[src/rtl/bus_pkg.sv]
// Shared types and constants for the single-master bus fabric.
package bus_pkg;

  typedef enum logic [1:0] {
    ST_IDLE   = 2'd0,
    ST_ACCESS = 2'd1,
    ST_RESP   = 2'd2
  } state_e;

  localparam int LAT_W = 2;

  // System address map
  localparam logic [31:0] ROM_BASE   = 32'h0000_0000;
  localparam logic [31:0] ROM_MASK   = 32'hFFFF_0000;
  localparam logic [31:0] RAM_BASE   = 32'h0001_0000;
  localparam logic [31:0] RAM_MASK   = 32'hFFFF_0000;
  localparam logic [31:0] EXCP_BASE  = 32'h0002_0000;
  localparam logic [31:0] EXCP_MASK  = 32'hFFFF_0000;
  localparam logic [31:0] PORTA_BASE = 32'h0003_0000;
  localparam logic [31:0] PORTA_MASK = 32'hFFFF_FFF0;
  localparam logic [31:0] PORTB_BASE = 32'h0003_0010;
  localparam logic [31:0] PORTB_MASK = 32'hFFFF_FFF0;
  localparam logic [31:0] T0_BASE    = 32'h0004_0000;
  localparam logic [31:0] T0_MASK    = 32'hFFFF_FFF0;
  // Unused slots: zero mask against a non-zero base never matches
  localparam logic [31:0] NONE_BASE  = 32'hFFFF_FFFF;
  localparam logic [31:0] NONE_MASK  = 32'h0000_0000;

  localparam logic [8*32-1:0] DEF_BASE = {NONE_BASE, NONE_BASE, T0_BASE, PORTB_BASE,
                                          PORTA_BASE, EXCP_BASE, RAM_BASE, ROM_BASE};
  localparam logic [8*32-1:0] DEF_MASK = {NONE_MASK, NONE_MASK, T0_MASK, PORTB_MASK,
                                          PORTA_MASK, EXCP_MASK, RAM_MASK, ROM_MASK};

  // Select index width; a single slave still needs one bit
  function automatic int sel_w(input int n);
    return (n > 1) ? $clog2(n) : 1;
  endfunction

endpackage

[src/rtl/bus_fabric_if.sv]
// Bus signals between CPU, fabric and slaves.
interface bus_fabric_if #(
  parameter int NUM_SLAVES = 8,
  parameter int ADDR_W     = 32,
  parameter int DATA_W     = 32
);
  logic                         m_req;
  logic                         m_we;
  logic [ADDR_W-1:0]            m_addr;
  logic [DATA_W-1:0]            m_wdata;
  logic [DATA_W-1:0]            m_rdata;
  logic                         m_ready;
  logic                         m_err;
  logic [NUM_SLAVES-1:0]        s_cs;
  logic [NUM_SLAVES-1:0]        s_we;
  logic [ADDR_W-1:0]            s_addr;
  logic [DATA_W-1:0]            s_wdata;
  logic [NUM_SLAVES*DATA_W-1:0] s_rdata;

  // CPU side
  modport master (output m_req, m_we, m_addr, m_wdata,
                  input  m_rdata, m_ready, m_err);
  // Fabric side: responds to the CPU and drives the peripheral pins
  modport slave  (input  m_req, m_we, m_addr, m_wdata, s_rdata,
                  output m_rdata, m_ready, m_err, s_cs, s_we, s_addr, s_wdata);
endinterface

[src/rtl/bus_addr_decode.sv]
// Combinational base/mask address match; lowest matching index wins.
module bus_addr_decode #(
  parameter int                            NUM_SLAVES = 8,
  parameter int                            ADDR_W     = 32,
  parameter int                            SEL_W      = 3,
  parameter logic [NUM_SLAVES*ADDR_W-1:0]  SLAVE_BASE = '0,
  parameter logic [NUM_SLAVES*ADDR_W-1:0]  SLAVE_MASK = '0
) (
  input  logic [ADDR_W-1:0] m_addr_i,
  output logic              hit_o,
  output logic [SEL_W-1:0]  sel_o
);

  // Scan high to low so the lowest overlapping slave takes the last write
  always_comb begin
    hit_o = 1'b0;
    sel_o = '0;
    for (int i = NUM_SLAVES-1; i >= 0; i--) begin
      if ((m_addr_i & SLAVE_MASK[i*ADDR_W +: ADDR_W]) == SLAVE_BASE[i*ADDR_W +: ADDR_W]) begin
        hit_o = 1'b1;
        sel_o = SEL_W'(i);
      end
    end
  end

endmodule

[src/rtl/bus_fabric.sv]
// Single-master interconnect: decode, per-slave wait states, registered
// read return and sticky capture of unmapped accesses.
module bus_fabric import bus_pkg::*; #(
  parameter int                           NUM_SLAVES = 8,
  parameter int                           ADDR_W     = 32,
  parameter int                           DATA_W     = 32,
  parameter logic [NUM_SLAVES*ADDR_W-1:0] SLAVE_BASE = DEF_BASE,
  parameter logic [NUM_SLAVES*ADDR_W-1:0] SLAVE_MASK = DEF_MASK,
  parameter logic [NUM_SLAVES*2-1:0]      SLAVE_LAT  = '0
) (
  input  logic              clk,
  input  logic              rst,
  bus_fabric_if.slave       bus,
  output logic              err_valid,
  output logic [ADDR_W-1:0] err_addr,
  input  logic              err_clear
);

  localparam int SEL_W = sel_w(NUM_SLAVES);

  state_e              state_q, state_d;
  logic [ADDR_W-1:0]   addr_q, err_addr_q;
  logic [DATA_W-1:0]   wdata_q, rdata_q;
  logic                we_q, first_q, err_q, err_valid_q;
  logic [SEL_W-1:0]    sel_q, sel;
  logic [LAT_W-1:0]    cnt_q;
  logic                hit;

  bus_addr_decode #(
    .NUM_SLAVES (NUM_SLAVES),
    .ADDR_W     (ADDR_W),
    .SEL_W      (SEL_W),
    .SLAVE_BASE (SLAVE_BASE),
    .SLAVE_MASK (SLAVE_MASK)
  ) u_dec (
    .m_addr_i (bus.m_addr),
    .hit_o    (hit),
    .sel_o    (sel)
  );

  // State register
  always_ff @(posedge clk or negedge rst) begin
    if (!rst) state_q <= ST_IDLE;
    else      state_q <= state_d;
  end

  // Next state: unmapped requests skip ACCESS
  always_comb begin
    state_d = state_q;
    case (state_q)
      ST_IDLE:   if (bus.m_req) state_d = hit ? ST_ACCESS : ST_RESP;
      ST_ACCESS: if (cnt_q == '0) state_d = ST_RESP;
      ST_RESP:   state_d = ST_IDLE;
      default:   state_d = ST_IDLE;
    endcase
  end

  // Request latches, wait counter and registered response
  always_ff @(posedge clk or negedge rst) begin
    if (!rst) begin
      addr_q  <= '0;
      wdata_q <= '0;
      we_q    <= 1'b0;
      sel_q   <= '0;
      cnt_q   <= '0;
      first_q <= 1'b0;
      rdata_q <= '0;
      err_q   <= 1'b0;
    end else begin
      case (state_q)
        ST_IDLE: if (bus.m_req) begin
          addr_q  <= bus.m_addr;
          wdata_q <= bus.m_wdata;
          we_q    <= bus.m_we;
          sel_q   <= sel;
          cnt_q   <= SLAVE_LAT[sel*LAT_W +: LAT_W];
          first_q <= 1'b1;
          if (!hit) begin
            rdata_q <= '0;
            err_q   <= 1'b1;
          end
        end
        ST_ACCESS: begin
          first_q <= 1'b0;
          if (cnt_q == '0) begin
            rdata_q <= we_q ? '0 : bus.s_rdata[sel_q*DATA_W +: DATA_W];
            err_q   <= 1'b0;
          end else begin
            cnt_q <= cnt_q - 1'b1;
          end
        end
        default: ;
      endcase
    end
  end

  // Sticky unmapped-access capture; a new error beats a same-cycle clear
  always_ff @(posedge clk or negedge rst) begin
    if (!rst) begin
      err_valid_q <= 1'b0;
      err_addr_q  <= '0;
    end else if (state_q == ST_IDLE && bus.m_req && !hit) begin
      err_valid_q <= 1'b1;
      if (!err_valid_q || err_clear) err_addr_q <= bus.m_addr;
    end else if (err_clear) begin
      err_valid_q <= 1'b0;
    end
  end

  // Strobes decoded from state: select for the whole ACCESS, write on its first cycle
  always_comb begin
    bus.m_ready = (state_q == ST_RESP);
    bus.s_cs    = '0;
    bus.s_we    = '0;
    if (state_q == ST_ACCESS) begin
      for (int i = 0; i < NUM_SLAVES; i++) begin
        bus.s_cs[i] = (sel_q == SEL_W'(i));
        bus.s_we[i] = (sel_q == SEL_W'(i)) && we_q && first_q;
      end
    end
  end

  assign bus.m_rdata = rdata_q;
  assign bus.m_err   = err_q;
  assign bus.s_addr  = addr_q;
  assign bus.s_wdata = wdata_q;
  assign err_valid   = err_valid_q;
  assign err_addr    = err_addr_q;

endmodule
[src/flat_wrapper.sv]
// flat-port wrapper written by rule: the top's interface ports become plain ports
module bus_fabric_flat import bus_pkg::*;
#(
  parameter int                           NUM_SLAVES = 8,
  parameter int                           ADDR_W     = 32,
  parameter int                           DATA_W     = 32,
  parameter logic [NUM_SLAVES*ADDR_W-1:0] SLAVE_BASE = DEF_BASE,
  parameter logic [NUM_SLAVES*ADDR_W-1:0] SLAVE_MASK = DEF_MASK,
  parameter logic [NUM_SLAVES*2-1:0]      SLAVE_LAT  = '0
)
  (clk, rst, err_valid, err_addr, err_clear, bus_m_req, bus_m_we, bus_m_addr, bus_m_wdata, bus_s_rdata, bus_m_rdata, bus_m_ready, bus_m_err, bus_s_cs, bus_s_we, bus_s_addr, bus_s_wdata);
  bus_fabric_if #(.NUM_SLAVES(NUM_SLAVES), .ADDR_W(ADDR_W), .DATA_W(DATA_W)) bus_i ();
  input  logic clk;
  input  logic rst;
  output logic err_valid;
  output logic [ADDR_W-1:0] err_addr;
  input  logic err_clear;
  input wire logic [$bits(bus_i.m_req)-1:0] bus_m_req;
  input wire logic [$bits(bus_i.m_we)-1:0] bus_m_we;
  input wire logic [$bits(bus_i.m_addr)-1:0] bus_m_addr;
  input wire logic [$bits(bus_i.m_wdata)-1:0] bus_m_wdata;
  input wire logic [$bits(bus_i.s_rdata)-1:0] bus_s_rdata;
  output wire logic [$bits(bus_i.m_rdata)-1:0] bus_m_rdata;
  output wire logic [$bits(bus_i.m_ready)-1:0] bus_m_ready;
  output wire logic [$bits(bus_i.m_err)-1:0] bus_m_err;
  output wire logic [$bits(bus_i.s_cs)-1:0] bus_s_cs;
  output wire logic [$bits(bus_i.s_we)-1:0] bus_s_we;
  output wire logic [$bits(bus_i.s_addr)-1:0] bus_s_addr;
  output wire logic [$bits(bus_i.s_wdata)-1:0] bus_s_wdata;
  assign bus_i.m_req = bus_m_req;
  assign bus_i.m_we = bus_m_we;
  assign bus_i.m_addr = bus_m_addr;
  assign bus_i.m_wdata = bus_m_wdata;
  assign bus_i.s_rdata = bus_s_rdata;
  assign bus_m_rdata = bus_i.m_rdata;
  assign bus_m_ready = bus_i.m_ready;
  assign bus_m_err = bus_i.m_err;
  assign bus_s_cs = bus_i.s_cs;
  assign bus_s_we = bus_i.s_we;
  assign bus_s_addr = bus_i.s_addr;
  assign bus_s_wdata = bus_i.s_wdata;
  bus_fabric #(.NUM_SLAVES(NUM_SLAVES), .ADDR_W(ADDR_W), .DATA_W(DATA_W), .SLAVE_BASE(SLAVE_BASE), .SLAVE_MASK(SLAVE_MASK), .SLAVE_LAT(SLAVE_LAT)) u_core (.clk(clk), .rst(rst), .bus(bus_i), .err_valid(err_valid), .err_addr(err_addr), .err_clear(err_clear));
endmodule
[config.mk]
export PLATFORM = sky130hd
export DESIGN_NAME = bus_fabric_flat
export DESIGN_NICKNAME = d
export VERILOG_FILES = /design/src/rtl/bus_pkg.sv /design/src/rtl/bus_fabric_if.sv /design/src/rtl/bus_addr_decode.sv /design/src/rtl/bus_fabric.sv /design/src/flat_wrapper.sv
export SDC_FILE = /design/constraint.sdc
export NUM_CORES = 1
export LEC_CHECK = 0
export CORE_AREA = 2 2 182 184
export CTS_CLUSTER_SIZE = 30
export DETAILED_ROUTE_END_ITERATION = 10
export DIE_AREA = 0 0 184 186
export GPL_ROUTABILITY_DRIVEN = 0
export GPL_TIMING_DRIVEN = 0
export SETUP_SLACK_MARGIN = 0.05
export SLEW_MARGIN = 20
export SYNTH_ARGS = -nofsm -noshare
export SYNTH_HDL_FRONTEND = slang
export SYNTH_SLANG_ARGS = --single-unit
[constraint.sdc]
create_clock -name clk -period 5.1 [get_ports clk]
set_input_delay 0.765 -clock clk [delete_from_list [all_inputs] [get_ports clk]]
set_output_delay 0.765 -clock clk [all_outputs]
set_load 0.05 [all_outputs]
==> results_dict.tcl <==
set metrics [dict create \
    status "finished, final reports clean" \
    end_kind "primary output" \
    nNetsFinal 1473 \
    ys.flop_type "dfrtp_1" \
    clk_pin_slew_worst_paths_ns 0.08 \
    multiInputGateArea_mm2 0.003895 \
    antenna_found_initial 8 \
    clkSinkCount 139 \
    hold_violations 0 \
    area_growth_pct 76.43 \
    synth_edf_count 0 \
    wl_mm 33.47 \
    drv_cap 0 \
    drive_above_1_share 0.1500 \
    worst_setup_path_start_kind "flip-flop" \
    yosys.cell_count.top_type "nand2_1" \
    clockBufferDepth 2 \
    grt_pass1_vias 7606 \
    synthTopCellsByArea "dfrtp_1 46%, mux4_2 19%, nand2_1 10%" \
    hp-class "in2async" \
    clock_skew_ns 0.02920 \
    maxSlewViolCount 0 \
    drc 0 \
    synth_area_mm2 0.007644 \
    clk_latency_ns 0.43 \
    cts_buffers 17 \
    powerDensity_mw_per_mm2 278.5 \
    ys_ff_latch 139 \
    grt_usage 0.1923 \
    cp-startpoint "u_core.sel_q[2]" \
    p_leak_nw 5.466 \
    cts_resized 0 \
    fmax_mhz 243.2 \
    drt_iter0_markers 290 \
    vias_per_cell 4.514 \
    via_count 7091 \
    io_pins 472 \
    period_share 0.8064 \
    die_w_um 184 \
    grt_max_degree 82 \
    avgSynthCellArea_um2 11.63 \
    syn_nets 983 \
    die_h_um 186 \
    critical_path.n_buffers_inverters 3 \
    ir_drop_v 0.0001740 \
    ant_nets 0 \
    synth_warnings 0 \
    dp_slack_ns 1.284 \
    cp_max_fo 10 \
    maxSlewHeadroom 0.4382 \
    slowest_delay_ns 0.83 \
    post-layout-total-power_mw 3.755 \
    hold_buffers 0 \
    critPathKind "reg2out" \
    crit_required_ns 4.34 \
    regArea_mm2 0.003478 \
    grt_pass1_wl_mm 48.22 \
    worstMarginPinSlew_ns 0.8427 \
    wl_per_cell_um 21.31 \
    rows 66 \
    coreArea_mm2 0.03221 \
    htree_levels 4 \
    initial_utilization 0.2373 \
    worst_ep_arrival_time_ns 3.35 \
    worst_path_dominant_cell_family "buffers and inverters" \
    io_buffers 470 \
    gr-total-overflow 0 \
    rsz0062_at_grt "no" \
    fill_cells 3149 \
    setup_violations 0 \
    die-area_mm2 0.03422 \
    async_flop_share 1.000 \
    ys_seq_area_frac 0.4551 \
    synth_top_area_cell "dfrtp_1" \
    timing.rr.start "u_core.sel_q[0]" \
    yosysTopAreaCellShare 0.4551 \
    first_pass_iters 6 \
    cts_tree "yes" \
    crit_path_cell_trace "clkbuf_1, buf_1, nand4_1, nor3_1, clkdlybuf4s50_1" \
    crit_slowest_cell "clkdlybuf4s50_1" \
    finalCriticalPeriod_ns 4.112 \
    dpl.hpwl_mm 27.08 \
    syn-instance-count 657 \
    ys_types 39 \
    root_buffer "clkbuf_16" \
    synth_common_cells "203 x nand2_1, 139 x dfrtp_1, 64 x mux4_2, 53 x nor2_1, 33 x mux2i_1" \
    cts_setup_buffers 0 \
    fin_ws_ns 0.9876 \
    worst_hold_slack_ns 0.2578 \
]
[registers in the layout, summed over array words and instances (netlist names)]
name	count
u_core.first_q	1
u_core.bus.m_rdata	32
u_core.we_q	1
u_core.cnt_q	2
u_core.err_addr	32
u_core.state_q	2
u_core.bus.s_wdata	32
u_core.err_valid	1
u_core.bus.s_addr	32
u_core.sel_q	3
u_core.bus.m_err	1
[where the power goes]
group	leakage [nW]	switching (mW)	internal, mW
clock	0.290	0.583	0.668
combinational	3.43	0.686	0.535
sequential	1.75	0.0630	1.22
total	5.47	1.33	2.42
[layout by cell type (no fill, tap or decap), drive strengths merged, types with 3 or more instances in the layout]
cell           synthesis  layout
diode                  0       3
o21ai                  5       5
dfrtp                139     139
clkbuf                26      44
nand4                  4       4
nor4                   4       4
or3                    3       3
mux2                  63      63
mux2i                 33      33
mux4                  64      64
buf                   21      23
a22o                   3       3
clkdlybuf4s50          0     469
a21oi                  4       4
nand2b                 4       4
nor3                   8       8
nand2                203     203
inv                    5      14
nor2                  53      53
clkinv                 0       5
[layout make-up]
class,instances,area share
antenna,3,0.0005567
buffer,47,0.01865
clock inverter,14,0.01095
tap,408,0.03786
clock buffer,18,0.03257
multi-input combinational,466,0.2888
sequential,139,0.2579
timing repair buffer,471,0.3513
inverter,5,0.001392
[stage by stage]
stage	TNS, ns	cells	cell area (µm²)	util
2_1_floorplan	0	657	7644	-
3_3_place_gp	-399.53	1535	12860	0.3993
3_5_place_dp	0	1536	12890	0.4003
4_1_cts	0	1568	13480	0.4185
5_1_grt	0	1571	13490	0.4187
6_report	0	1571	13490	0.4187
[path summary, 6_finish.rpt]
path | end | slack (ns) | cells after the start
max in group asynchronous | u_core.first_q | 4.02 | 2
min | u_core.bus.s_wdata[9] | 0.26 | 1
max reg2reg | u_core.bus.m_rdata[30] | 2.60 | 6
min in group clk | u_core.bus.s_addr[13] | 0.47 | 2
min reg2reg | u_core.bus.s_addr[13] | 0.47 | 2
max | bus_s_we[4] | 0.99 | 5
[routing by layer]
layer  global-route usage  vias to the layer above  part of all wire
met3              0.06124                       33             0.088
li1                     -                     3296                 -
met4              0.05856                        4             0.017
met1               0.2285                     3443              0.40
met2               0.3316                      315              0.50
met5                    0                        -           0.00096
[cells by family after synthesis]
kind of cell / count (synthesis) / share of synthesized area
compound gates: 18 / 0.01588
fa+ha+maj: 1 / 0.001637
buf+inv: 52 / 0.03536
flops: 139 / 0.4551
mux: 160 / 0.3384
simple gates: 287 / 0.1537
Power figures use the tool's default switching activity.
